**src/rtl/pipeline_control_fsm_if.sv**
```systemverilog
// Hazard/memory/halt requests into the pipeline control FSM and the stage
// enables, flushes and status it returns.
interface pipeline_control_fsm_if #(
  parameter int CNT_W = 16
) ();
  logic             load_use_hazard;
  logic             branch_taken;
  logic             dmem_req;
  logic             dmem_ready;
  logic             halt_req;
  logic             resume;
  logic             PC_Write;
  logic             IF_ID_Write;
  logic             ID_EX_Write;
  logic             EX_MEM_Write;
  logic             IF_ID_Flush;
  logic             ID_EX_Flush;
  logic             MEM_WB_Bubble;
  logic             halted;
  logic             mem_error;
  logic [CNT_W-1:0] stall_cycles;

  modport master (
    output load_use_hazard, branch_taken, dmem_req, dmem_ready, halt_req, resume,
    input  PC_Write, IF_ID_Write, ID_EX_Write, EX_MEM_Write,
    input  IF_ID_Flush, ID_EX_Flush, MEM_WB_Bubble, halted, mem_error, stall_cycles
  );

  modport slave (
    input  load_use_hazard, branch_taken, dmem_req, dmem_ready, halt_req, resume,
    output PC_Write, IF_ID_Write, ID_EX_Write, EX_MEM_Write,
    output IF_ID_Flush, ID_EX_Flush, MEM_WB_Bubble, halted, mem_error, stall_cycles
  );
endinterface

```
**src/rtl/pipeline_control_fsm.sv**
```systemverilog
// Pipeline stall/flush/halt controller with memory-wait timeout and a saturating stall counter.
// Control outputs are combinational (zero latency); a memory stall freezes every stage.
module pipeline_control_fsm #(
  parameter int MEM_TIMEOUT = 64,
  parameter int CNT_W       = 16
) (
  input  logic                  clk,
  input  logic                  rst_n,
  pipeline_control_fsm_if.slave bus
);

  localparam int WAIT_W = $clog2(MEM_TIMEOUT + 1);

  typedef enum logic [1:0] {RUN, MEM_WAIT, HALT, ERROR} state_t;

  state_t            state_q, state_d;
  logic [WAIT_W-1:0] wait_q, wait_d;
  logic [CNT_W-1:0]  cnt_q;
  logic              mem_stall;
  logic              pc_write;
  logic              if_id_write;
  logic              id_ex_write;
  logic              ex_mem_write;
  logic              if_id_flush;
  logic              id_ex_flush;
  logic              mem_wb_bubble;

  assign mem_stall = bus.dmem_req && !bus.dmem_ready;

  always_ff @(posedge clk or negedge rst_n) begin
    if (!rst_n) begin
      state_q <= RUN;
      wait_q  <= '0;
    end else begin
      state_q <= state_d;
      wait_q  <= wait_d;
    end
  end

  always_comb begin
    state_d       = state_q;
    wait_d        = wait_q;
    pc_write      = 1'b1;
    if_id_write   = 1'b1;
    id_ex_write   = 1'b1;
    ex_mem_write  = 1'b1;
    if_id_flush   = 1'b0;
    id_ex_flush   = 1'b0;
    mem_wb_bubble = 1'b0;

    // Freeze has top priority: upstream stages keep their requests held.
    if (state_q == HALT || state_q == ERROR || mem_stall) begin
      pc_write      = 1'b0;
      if_id_write   = 1'b0;
      id_ex_write   = 1'b0;
      ex_mem_write  = 1'b0;
      mem_wb_bubble = 1'b1;
    end else if (bus.branch_taken) begin
      if_id_flush = 1'b1;
      id_ex_flush = 1'b1;
    end else if (bus.load_use_hazard) begin
      pc_write    = 1'b0;
      if_id_write = 1'b0;
      id_ex_flush = 1'b1;
    end

    unique case (state_q)
      RUN: begin
        if (mem_stall) begin
          state_d = MEM_WAIT;
          wait_d  = '0;
        end else if (bus.halt_req && !bus.branch_taken && !bus.load_use_hazard) begin
          state_d = HALT;
        end
      end
      MEM_WAIT: begin
        if (!mem_stall) begin
          state_d = RUN;
        end else if (wait_q == WAIT_W'(MEM_TIMEOUT - 1)) begin
          state_d = ERROR;
        end else begin
          wait_d = wait_q + WAIT_W'(1);
        end
      end
      HALT: begin
        if (bus.resume) begin
          state_d = RUN;
        end
      end
      ERROR: begin
        state_d = ERROR;
      end
      default: begin
        state_d = RUN;
      end
    endcase
  end

  // Only RUN/MEM_WAIT stalls are counted; HALT and ERROR freezes are not.
  always_ff @(posedge clk or negedge rst_n) begin
    if (!rst_n) begin
      cnt_q <= '0;
    end else if ((state_q == RUN || state_q == MEM_WAIT) && !pc_write
                 && cnt_q != {CNT_W{1'b1}}) begin
      cnt_q <= cnt_q + CNT_W'(1);
    end
  end

  assign bus.PC_Write      = pc_write;
  assign bus.IF_ID_Write   = if_id_write;
  assign bus.ID_EX_Write   = id_ex_write;
  assign bus.EX_MEM_Write  = ex_mem_write;
  assign bus.IF_ID_Flush   = if_id_flush;
  assign bus.ID_EX_Flush   = id_ex_flush;
  assign bus.MEM_WB_Bubble = mem_wb_bubble;
  assign bus.halted        = (state_q == HALT);
  assign bus.mem_error     = (state_q == ERROR);
  assign bus.stall_cycles  = cnt_q;

endmodule

```
**src/flat_wrapper.sv**
```systemverilog
// flat-port wrapper written by rule: the top's interface ports become plain ports
module pipeline_control_fsm_flat 
#(
  parameter int MEM_TIMEOUT = 64,
  parameter int CNT_W       = 16
)
  (clk, rst_n, bus_load_use_hazard, bus_branch_taken, bus_dmem_req, bus_dmem_ready, bus_halt_req, bus_resume, bus_PC_Write, bus_IF_ID_Write, bus_ID_EX_Write, bus_EX_MEM_Write, bus_IF_ID_Flush, bus_ID_EX_Flush, bus_MEM_WB_Bubble, bus_halted, bus_mem_error, bus_stall_cycles);
  pipeline_control_fsm_if #(.CNT_W(CNT_W)) bus_i ();
  input  logic clk;
  input  logic rst_n;
  input wire logic [$bits(bus_i.load_use_hazard)-1:0] bus_load_use_hazard;
  input wire logic [$bits(bus_i.branch_taken)-1:0] bus_branch_taken;
  input wire logic [$bits(bus_i.dmem_req)-1:0] bus_dmem_req;
  input wire logic [$bits(bus_i.dmem_ready)-1:0] bus_dmem_ready;
  input wire logic [$bits(bus_i.halt_req)-1:0] bus_halt_req;
  input wire logic [$bits(bus_i.resume)-1:0] bus_resume;
  output wire logic [$bits(bus_i.PC_Write)-1:0] bus_PC_Write;
  output wire logic [$bits(bus_i.IF_ID_Write)-1:0] bus_IF_ID_Write;
  output wire logic [$bits(bus_i.ID_EX_Write)-1:0] bus_ID_EX_Write;
  output wire logic [$bits(bus_i.EX_MEM_Write)-1:0] bus_EX_MEM_Write;
  output wire logic [$bits(bus_i.IF_ID_Flush)-1:0] bus_IF_ID_Flush;
  output wire logic [$bits(bus_i.ID_EX_Flush)-1:0] bus_ID_EX_Flush;
  output wire logic [$bits(bus_i.MEM_WB_Bubble)-1:0] bus_MEM_WB_Bubble;
  output wire logic [$bits(bus_i.halted)-1:0] bus_halted;
  output wire logic [$bits(bus_i.mem_error)-1:0] bus_mem_error;
  output wire logic [$bits(bus_i.stall_cycles)-1:0] bus_stall_cycles;
  assign bus_i.load_use_hazard = bus_load_use_hazard;
  assign bus_i.branch_taken = bus_branch_taken;
  assign bus_i.dmem_req = bus_dmem_req;
  assign bus_i.dmem_ready = bus_dmem_ready;
  assign bus_i.halt_req = bus_halt_req;
  assign bus_i.resume = bus_resume;
  assign bus_PC_Write = bus_i.PC_Write;
  assign bus_IF_ID_Write = bus_i.IF_ID_Write;
  assign bus_ID_EX_Write = bus_i.ID_EX_Write;
  assign bus_EX_MEM_Write = bus_i.EX_MEM_Write;
  assign bus_IF_ID_Flush = bus_i.IF_ID_Flush;
  assign bus_ID_EX_Flush = bus_i.ID_EX_Flush;
  assign bus_MEM_WB_Bubble = bus_i.MEM_WB_Bubble;
  assign bus_halted = bus_i.halted;
  assign bus_mem_error = bus_i.mem_error;
  assign bus_stall_cycles = bus_i.stall_cycles;
  pipeline_control_fsm #(.MEM_TIMEOUT(MEM_TIMEOUT), .CNT_W(CNT_W)) u_core (.clk(clk), .rst_n(rst_n), .bus(bus_i));
endmodule
```
**config.mk**
```make
export PLATFORM = sky130hd
export DESIGN_NAME = pipeline_control_fsm_flat
export DESIGN_NICKNAME = d
export VERILOG_FILES = /design/src/rtl/pipeline_control_fsm_if.sv /design/src/rtl/pipeline_control_fsm.sv /design/src/flat_wrapper.sv
export SDC_FILE = /design/constraint.sdc
export NUM_CORES = 1
export LEC_CHECK = 0
export BUFFER_PORTS_ARGS = -buffer_cell sky130_fd_sc_hd__buf_2
export CAP_MARGIN = 20
export CORE_ASPECT_RATIO = 1.2
export CORE_MARGIN = 5
export CORE_UTILIZATION = 40
export DETAILED_ROUTE_END_ITERATION = 6
export GPL_ROUTABILITY_DRIVEN = 0
export PLACE_DENSITY = 0.65
export SLEW_MARGIN = 20
export SYNTH_ARGS = -nofsm -noshare
export SYNTH_HDL_FRONTEND = slang
export SYNTH_SLANG_ARGS = --single-unit
```
**constraint.sdc**
```tcl
create_clock -name clk -period 1.58 [get_ports clk]
set_input_delay 0.316 -clock clk [delete_from_list [all_inputs] [get_ports clk]]
set_output_delay 0.316 -clock clk [all_outputs]
set_load 0.01 [all_outputs]
```
Yosys cells after proc, flatten, opt, wreduce, memory -nomap -nowiden --
Index checks and enable logic that the tools add are counted.
Storage, ports and cells: output and inout port bits 25, register bits after elaboration 25, input port bits 8
Operators by class: reductions and logical operators 16, $add $sub $neg 2, eq/ne operators 11, muxes and demuxes 20
Operators by type and width (count):
- 7-bit 2-to-1 mux | 3
- 16-bit by 1-bit adder with 16-bit output (second input constant) | 1
- 16-bit != test (second input constant) | 1
- 7-bit one-hot mux with 2 select lines | 1
- 1-bit 2-to-1 mux | 10
- 2-bit 2-to-1 mux | 5
- 2-bit one-hot mux with 4 select lines | 1
- 7-bit by 1-bit adder with 7-bit output (second input constant) | 1
- 7-bit by 6-bit == test with 1-bit output (second input constant) | 1
- 1-bit logical AND | 5
- 2-bit == test (second input constant) | 2
- 1-bit logical NOT | 4
- 2-bit by 1-bit != test with 1-bit output (second input constant) | 2
- 2-bit != test (second input constant) | 2
- 4-bit AND reduction | 1
- 1-bit logical OR | 3
- 3-bit by 1-bit != test with 1-bit output (second input constant) | 1
- 3-bit != test (second input constant) | 1
- 3-bit AND reduction | 1
- 2-bit by 1-bit == test with 1-bit output (second input constant) | 1
- 2-bit logical NOT | 1
- 2-bit nonzero test | 1

Depth between registers and ports, before layout --
Gate-level depths: netlist of the first run.
depth after elaboration 7, depth in mapped cells 6, gate-level depth less buffers 6

Worst setup path after synthesis of the first run --
Ideal clock, no wire load.
path kind register to register, from register u_core.cnt_q[0], in the netlist u_core.bus.stall_cycles[0], to register u_core.cnt_q[1], in the netlist u_core.bus.stall_cycles[1], cell stages (with the launch flop) 6, setup time 0.125 ns, required time 1.455 ns, setup slack -0.155 ns, path buffers 1, arrival time 1.610 ns, path through dfrtp_1 -> ha_1 -> nand3_1 -> o41a_1 -> buf_6 -> mux2_4
On the way: longest elaborated chain between the ends 2
RTL lines:
- start, declared | RTL line pipeline_control_fsm.sv:18 | logic [CNT_W-1:0] cnt_q;
- start signal, assigned | RTL line pipeline_control_fsm.sv:105 | cnt_q <= cnt_q + CNT_W'(1);
- parallel branches: the longest is 2 deep, another holds 16-bit by 1-bit adder with 16-bit output
Parallel ways; which one is timed is not known. A chain may end at the register's enable or synchronous reset.

Final worst setup path of the first run --
from register u_core.cnt_q[12], in the netlist u_core.bus.stall_cycles[12], to register u_core.cnt_q[1], in the netlist u_core.bus.stall_cycles[1]
On the way: longest elaborated chain between the ends 2
RTL lines:
- 16-bit != test | RTL line pipeline_control_fsm.sv:104 | && cnt_q != {CNT_W{1'b1}}) begin
- 1-bit logical AND | RTL line pipeline_control_fsm.sv:104
No other way between the ends.

==> results of run 1 <==
-- timing repair --
item / 4_1_cts / 5_1_grt
setup endpoints to repair: 10 / 12
cloned: 0 / 1
resized for setup: 6 / 9
pin swaps: 3 / 7
setup buffers: 8 / 3
hold buffers: 1 / 0
hold endpoints to repair: 25 / 0
-- state kept, by name, summed over array words and instances, names as in the netlist, named ones only --
register,count
u_core.state_q,1
u_core.wait_q,7
u_core.bus.stall_cycles,16
-- Yosys cell counts --
| cell type | n |
|---|---|
| a211oi_1 | 1 |
| a21boi_0 | 1 |
| a21o_1 | 1 |
| a21oi_1 | 5 |
| a22o_1 | 3 |
| a31oi_1 | 1 |
| a41oi_1 | 1 |
| and2_1 | 3 |
| and3_1 | 1 |
| and3_4 | 1 |
| buf_4 | 2 |
| buf_6 | 1 |
| clkbuf_1 | 1 |
| dfrtp_1 | 25 |
| ha_1 | 2 |
| inv_1 | 6 |
| mux2_2 | 2 |
| mux2_4 | 1 |
| mux2i_1 | 1 |
| nand2_1 | 12 |
| nand2b_1 | 4 |
| nand3_1 | 7 |
| nand3_4 | 1 |
| nand4_1 | 10 |
| nand4b_1 | 1 |
| nor2_1 | 10 |
| nor2b_1 | 2 |
| nor3_1 | 4 |
| nor3_2 | 1 |
| o21ai_0 | 7 |
| o22ai_1 | 1 |
| o41a_1 | 1 |
| or4_1 | 1 |
| xnor2_1 | 9 |
| xor2_1 | 3 |
-- cell families (layout without fill, tap and decap cells) --
family | after synthesis | count (layout) | synth area share, %
mux | 4 | 4 | 3.615
xor+xnor | 12 | 12 | 7.993
fa+ha+maj | 2 | 2 | 1.903
simple gates | 58 | 59 | 24.17
flops | 25 | 25 | 47.57
buf+inv | 10 | 79 | 3.995
compound gates | 22 | 22 | 10.75
-- layout by cell type (no fill, tap or decap), types with 2 or more instances in the layout --
cell / instances
xor2_1: 3
nor2_1: 9
and2_1: 2
nand2_1: 12
nand3_1: 7
a21oi_1: 5
dfrtp_1: 21
nand2b_1: 4
buf_2: 30
a22o_1: 3
inv_1: 5
nand4_1: 10
nor3_1: 3
clkbuf_4: 3
nor2b_1: 2
ha_2: 2
o21ai_0: 7
dfrtp_2: 4
buf_6: 4
nor3_4: 2
buf_4: 34
xnor2_1: 9
mux2_2: 2
-- power by group through the flow --
| stage | combinational [mW] | sequential [mW] | clock [mW] |
|---|---|---|---|
| 3_3_place_gp | 0.670 | 0.841 | 0 |
| 2_1_floorplan | 0.278 | 0.929 | 0 |
| 4_1_cts | 0.727 | 0.839 | 0.302 |
| 6_report | 0.756 | 0.839 | 0.296 |
| 3_5_place_dp | 0.689 | 0.853 | 0 |
| 5_1_grt | 0.830 | 0.860 | 0.335 |
-- tightest hold or removal path, delay by kind of cell --
| kind | cells | cell delay (ps) |
|---|---|---|
| and+or+nand+nor | 2 | 150 |
| buffers and inverters | 1 | 80 |
-- worst min-delay path by stage --
stage / start / to / cells after the start
6_report: bus_halt_req / u_core.state_q[1] / 3
5_1_grt: bus_halt_req / u_core.state_q[1] / 3
4_1_cts: bus_halt_req / u_core.state_q[1] / 3
3_5_place_dp: rst_n / u_core.wait_q[4] / 1
3_3_place_gp: rst_n / u_core.wait_q[4] / 1
2_1_floorplan: rst_n / asynchronous set/reset pin / 0
-- routing by layer --
metal  up-vias  track usage (%)  wire length, µm
li1        613                -                -
met5         -                0                0
met4         0            5.660               22
met3         4            2.465               82
met1       574            17.07             1356
met2        18            26.84             1854
-- area by class of cell --
class / instances / share of cell area, %
multi-input cells: 99 / 36.61
flip-flops and latches: 25 / 33.74
repair buffers: 69 / 24.63
well taps: 36 / 2.410
clock buffers: 4 / 1.406
inverters: 6 / 1.205
==> metrics.md, run 1 <==
| Metric | Value |
|---|---|
| Share of layout cells above drive strength 1 | `43.84%` |
| Register area | `630.6 µm²` |
| Area delta synth->final | `42.15%` |
| Pleak | `0.9151 nW` |
| Sw Share | `34.65%` |
| Critical path depth | `5` |
| Hold Slack | `232.5 ps` |
| Clock buffer depth | `2` |
| Final setup viols | `2` |
| Vias in the first global route | `1171` |
| Psw | `655.3 µW` |
| Dpl hpwl | `2342 µm` |
| CP Capture Type | `register` |
| Actual slew at the worst max-slew pin | `570.4 ps` |
| Buffer and inverter count on the worst path | `1` |
| Hold Path Class | `input pin to register` |
| DR pass1 iterations | `4` |
| Non-filler cells, final | `239` |
| CP Launch Point | `u_core.bus.stall_cycles[12]` |
| Die ar. | `4539 µm²` |
| Final Power | `1.891 mW` |
| Nets | `214` |
| Antenna fix cells | `0` |
| Clock Latency Late Sink | `330 ps` |
| CP required | `1800 ps` |
| WL final | `3314 µm` |
| Largest net degree at the start of global routing | `26` |
| Core footprint | `3110 µm²` |
| Rows | `22` |
| Fillers | `274` |
| Ranking of synthesized cells by area | `dfrtp_1 48%, xnor2_1 6.0%, nand4_1 4.8%, nand2_1 3.4%, nor2_1 2.9%` |
| Remaining antenna violation count | `0` |
| Post-route clock period utilization | `100.8%` |
| Critical path class | `register to register` |
| CP endpoint | `u_core.bus.stall_cycles[1]` |
| Gr usage total | `14.67%` |
| CP max FO | `9` |
| CP Launch Type | `register` |
| Ports | `33` |
| RSZ-0062 raised after global routing | `true` |
| Headroom to the max-slew limit | `61.97%` |
| Final-report max-slew violation count | `0` |
| Routed vias/inst | `5.059` |
| Seq/Total Area, Yosys | `47.57%` |
| Mapped Area | `1315 µm²` |
| Clock power share | `15.6%` |
| Sequential share of power | `44.4%` |
| Final Skew | `11.29 ps` |
| Number of synthesized register bits | `25` |
| Die H | `72.81 µm` |
| CTS tree | `yes` |
| Crit-path cells | `and3_4, nand3_4, o41a_1, buf_6, mux2_4` |
| Post-route setup slack | `-12.53 ps` |
| Die width | `62.34 µm` |
| CTS H-tree lvls | `1` |
| First-pass GRT wire length | `5354 µm` |
| Max cap viols | `0` |
| Post-synth top area share | `47.57%` |
| Post-placement setup slack | `-97.26 ps` |
| Synth area leader | `dfrtp_1` |
| Initial Util | `42.28%` |
| Vias | `1209` |
| Sink Count | `25` |
| Total grt overflow | `0` |
| Maximum VDD drop | `0.0007544 V` |
| Highest clock rate | `627.9 MHz` |
| Placed cells | `223` |
| Count of buffers from port buffering | `32` |
| Core Util, Final | `60.10%` |
| Mapped Cells | `133` |
| Syn_area_per_cell | `9.887 µm²` |
| CP Data Arrival Time | `1810 ps` |
| Placement Cell Area | `1690 µm²` |
| Cell internal pwr | `1.236 mW` |
| R2R setup slack | `-10 ps` |
| Post-route setup TNS | `-15.78 ps` |
| Clock transition at path regs | `140 ps` |
| Crit-path slowest cell | `dfrtp_1` |
| Distinct cell type count after synthesis | `35` |
| Number of CTS-inserted buffers | `3` |
| Multi-input combinational cell area | `684.4 µm²` |
| Root Driver | `clkbuf_4` |
| Drt drc | `0` |
| Pwr/cell area | `1012 nW/µm²` |
| Logic pwr share | `40.0%` |
| Syn_nets | `143` |
| Final hold vios | `0` |
| Top Family by Delay on Critical Path | `flip-flops` |
| DR iter-0 viols | `56` |
| Crit path time final | `1593 ps` |
| R2R Path End | `u_core.bus.stall_cycles[1]` |
| Crit-path max cell delay | `380 ps` |
| Reg-to-reg critical path startpoint | `u_core.bus.stall_cycles[12]` |
| Violated checks | `setup timing` |
| Final instance area | `1869 µm²` |
| Initial antenna violation count | `0` |
| Status | `finished with violations` |
| Synth warn | `0` |
| Reg2Reg Depth | `5` |
| Wire per inst | `13.87 µm` |
Power figures use the tool's default switching activity.
==> inputs of run 2 (changes only) <==
Settings changed: CELL_PAD_IN_SITES_DETAIL_PLACEMENT set to 1, CELL_PAD_IN_SITES_GLOBAL_PLACEMENT set to 1, CORE_UTILIZATION 40 to 35, PLACE_DENSITY 0.65 to not set, PLACE_DENSITY_LB_ADDON set to 0.1.
==> run 2 against run 1 <==
The flow still finishes with violations (setup timing). Clock skew down 5.1 ps. Register-to-register slack about the same. Worst setup slack better by 11 ps. Sequential power increased by 2%. Wire length is 16% higher. Cell area is 2.2% higher. Worst hold slack lost 190 ps. Utilization shrank 7.5 points. Largest cell class unchanged.
==> metrics.md, run 2 (synthesis results as in run 1) <==
| Metric | Value |
|---|---|
| Dpl hpwl | `2842 µm` |
| Highest clock rate | `632.4 MHz` |
| CP Capture Type | `register` |
| Most frequent cells in the layout | `36 x buf_4, 33 x buf_2, 22 x dfrtp_1` |
| R2R Path End | `u_core.bus.stall_cycles[1]` |
| Post-route setup slack | `-1.374 ps` |
| Largest net degree at the start of global routing | `26` |
| Sink Count | `25` |
| Logic pwr share | `39.3%` |
| Psw | `712.5 µW` |
| Final setup viols | `1` |
| RSZ-0062 raised after global routing | `true` |
| Sw Share | `34.68%` |
| Wire per inst | `15.08 µm` |
| Crit path time final | `1581 ps` |
| Final-report max-slew violation count | `0` |
| Actual slew at the worst max-slew pin | `590.6 ps` |
| Antenna fix cells | `0` |
| CTS tree | `yes` |
| Clock buffer depth | `2` |
| DR iter-0 viols | `39` |
| Nets | `214` |
| Root Driver | `clkbuf_8` |
| Status | `finished with violations` |
| Hold Slack | `39.56 ps` |
| Max cap viols | `0` |
| Pleak | `0.9202 nW` |
| Core footprint | `3633 µm²` |
| Reg-to-reg critical path startpoint | `u_core.bus.stall_cycles[1]` |
| Die H | `77.15 µm` |
| Gr usage total | `15.65%` |
| Drt drc | `0` |
| CTS H-tree lvls | `1` |
| Routed vias/inst | `4.886` |
| First-pass GRT wire length | `6223 µm` |
| Violated checks | `setup timing` |
| Die width | `65.96 µm` |
| Hold Path Class | `input pin to asynchronous set/reset pin` |
| Share of layout cells above drive strength 1 | `45.32%` |
| DR pass1 iterations | `4` |
| Vias | `1246` |
| Initial antenna violation count | `0` |
| Clock Latency Late Sink | `270 ps` |
| CP max FO | `5` |
| Ports | `33` |
| Maximum VDD drop | `0.0007070 V` |
| Total grt overflow | `0` |
| Commonest non-fill, non-tap cell in the layout | `buf_4` |
| CP Launch Type | `register` |
| Core Util, Final | `52.58%` |
| Sequential share of power | `41.8%` |
| WL final | `3845 µm` |
| Pwr/cell area | `1075 nW/µm²` |
| Critical path class | `register to register` |
| Largest register FFs | `16` |
| Cell internal pwr | `1.342 mW` |
| Clock power share | `18.9%` |
| Initial Util | `36.19%` |
| Area delta synth->final | `45.29%` |
| Die ar. | `5088 µm²` |
| Count of buffers from port buffering | `32` |
| Reg2Reg Depth | `5` |
| Final Skew | `6.162 ps` |
| R2R setup slack | `-1 ps` |
| Remaining antenna violation count | `0` |
| CP required | `1740 ps` |
| Post-route clock period utilization | `100.1%` |
| Final hold vios | `0` |
| CP endpoint | `u_core.bus.stall_cycles[1]` |
| Clock transition at path regs | `80 ps` |
| Headroom to the max-slew limit | `60.63%` |
| CP Data Arrival Time | `1740 ps` |
| Rows | `24` |
| Vias in the first global route | `1362` |
| Number of CTS-inserted buffers | `3` |
| CP Launch Point | `u_core.bus.stall_cycles[1]` |
==> run 2: worst max-delay path, stage by stage (launching register included) <==
cell and delay, ps:
dfrtp_1 390, ha_4 160, nand3_4 60, o41a_1 410, buf_6 150, mux2_4 290
==> run 2: through the flow <==
| stage | instances | worst slack, ps | power (mW) | instance area [µm²] | TNS (ps) |
|---|---|---|---|---|---|
| finish | 255 | -1.374 | 2.054 | 1911 | -1.374 |
| global route | 255 | -62.53 | 2.184 | 1911 | -170.6 |
| CTS | 252 | 14.64 | 2.034 | 1863 | 0 |
| detailed placement | 245 | -79.93 | 1.577 | 1755 | -184.9 |
| global placement | 245 | 2.527 | 1.548 | 1755 | 0 |
| floorplan | 133 | -75.46 | 1.207 | 1320 | -75.46 |
==> run 2: worst min path at each step <==
stage | startpoint | endpoint | slack, ps | depth (start not counted)
final | rst_n | u_core.wait_q[4] | 40 | 1
after global routing | rst_n | u_core.wait_q[2] | 80 | 1
after global placement | rst_n | u_core.wait_q[4] | 350 | 1
after CTS | rst_n | u_core.wait_q[3] | 50 | 1
after detailed placement | rst_n | u_core.wait_q[4] | 360 | 1
after floorplan | rst_n | asynchronous set/reset pin | 20 | 0
==> run 2: area by class of cell <==
type,instances,area [µm²]
sequential,25,629.4
fill,439,1723
tap,52,65.06
inverter,6,22.52
clock buffer,4,45.04
timing repair buffer,70,446.7
multi-input combinational,98,701.9
==> run 2: per-layer routing <==
metal  vias up  track usage (%)  wire, µm
li1        609                -         -
met1       619            16.20      1469
met4         0            6.098        64
met5         -                0         0
met2        13            30.09      2226
met3         5            2.632        85
==> run 2: power by group through the flow <==
| stage | logic, mW | registers, mW | clock network (mW) |
|---|---|---|---|
| finish | 0.807 | 0.859 | 0.388 |
| floorplan | 0.278 | 0.929 | 0 |
| global placement | 0.715 | 0.833 | 0 |
| global route | 0.880 | 0.869 | 0.435 |
| CTS | 0.780 | 0.847 | 0.406 |
| detailed placement | 0.736 | 0.842 | 0 |
==> run 2: what timing repair did <==
action | CTS | global route
hold buffers | 0 | 0
gates resized for setup | 11 | 5
setup buffers | 3 | 3
endpoints found under the setup margin | 10 | 11
pin swaps | 7 | 3
cloned | 1 | 0
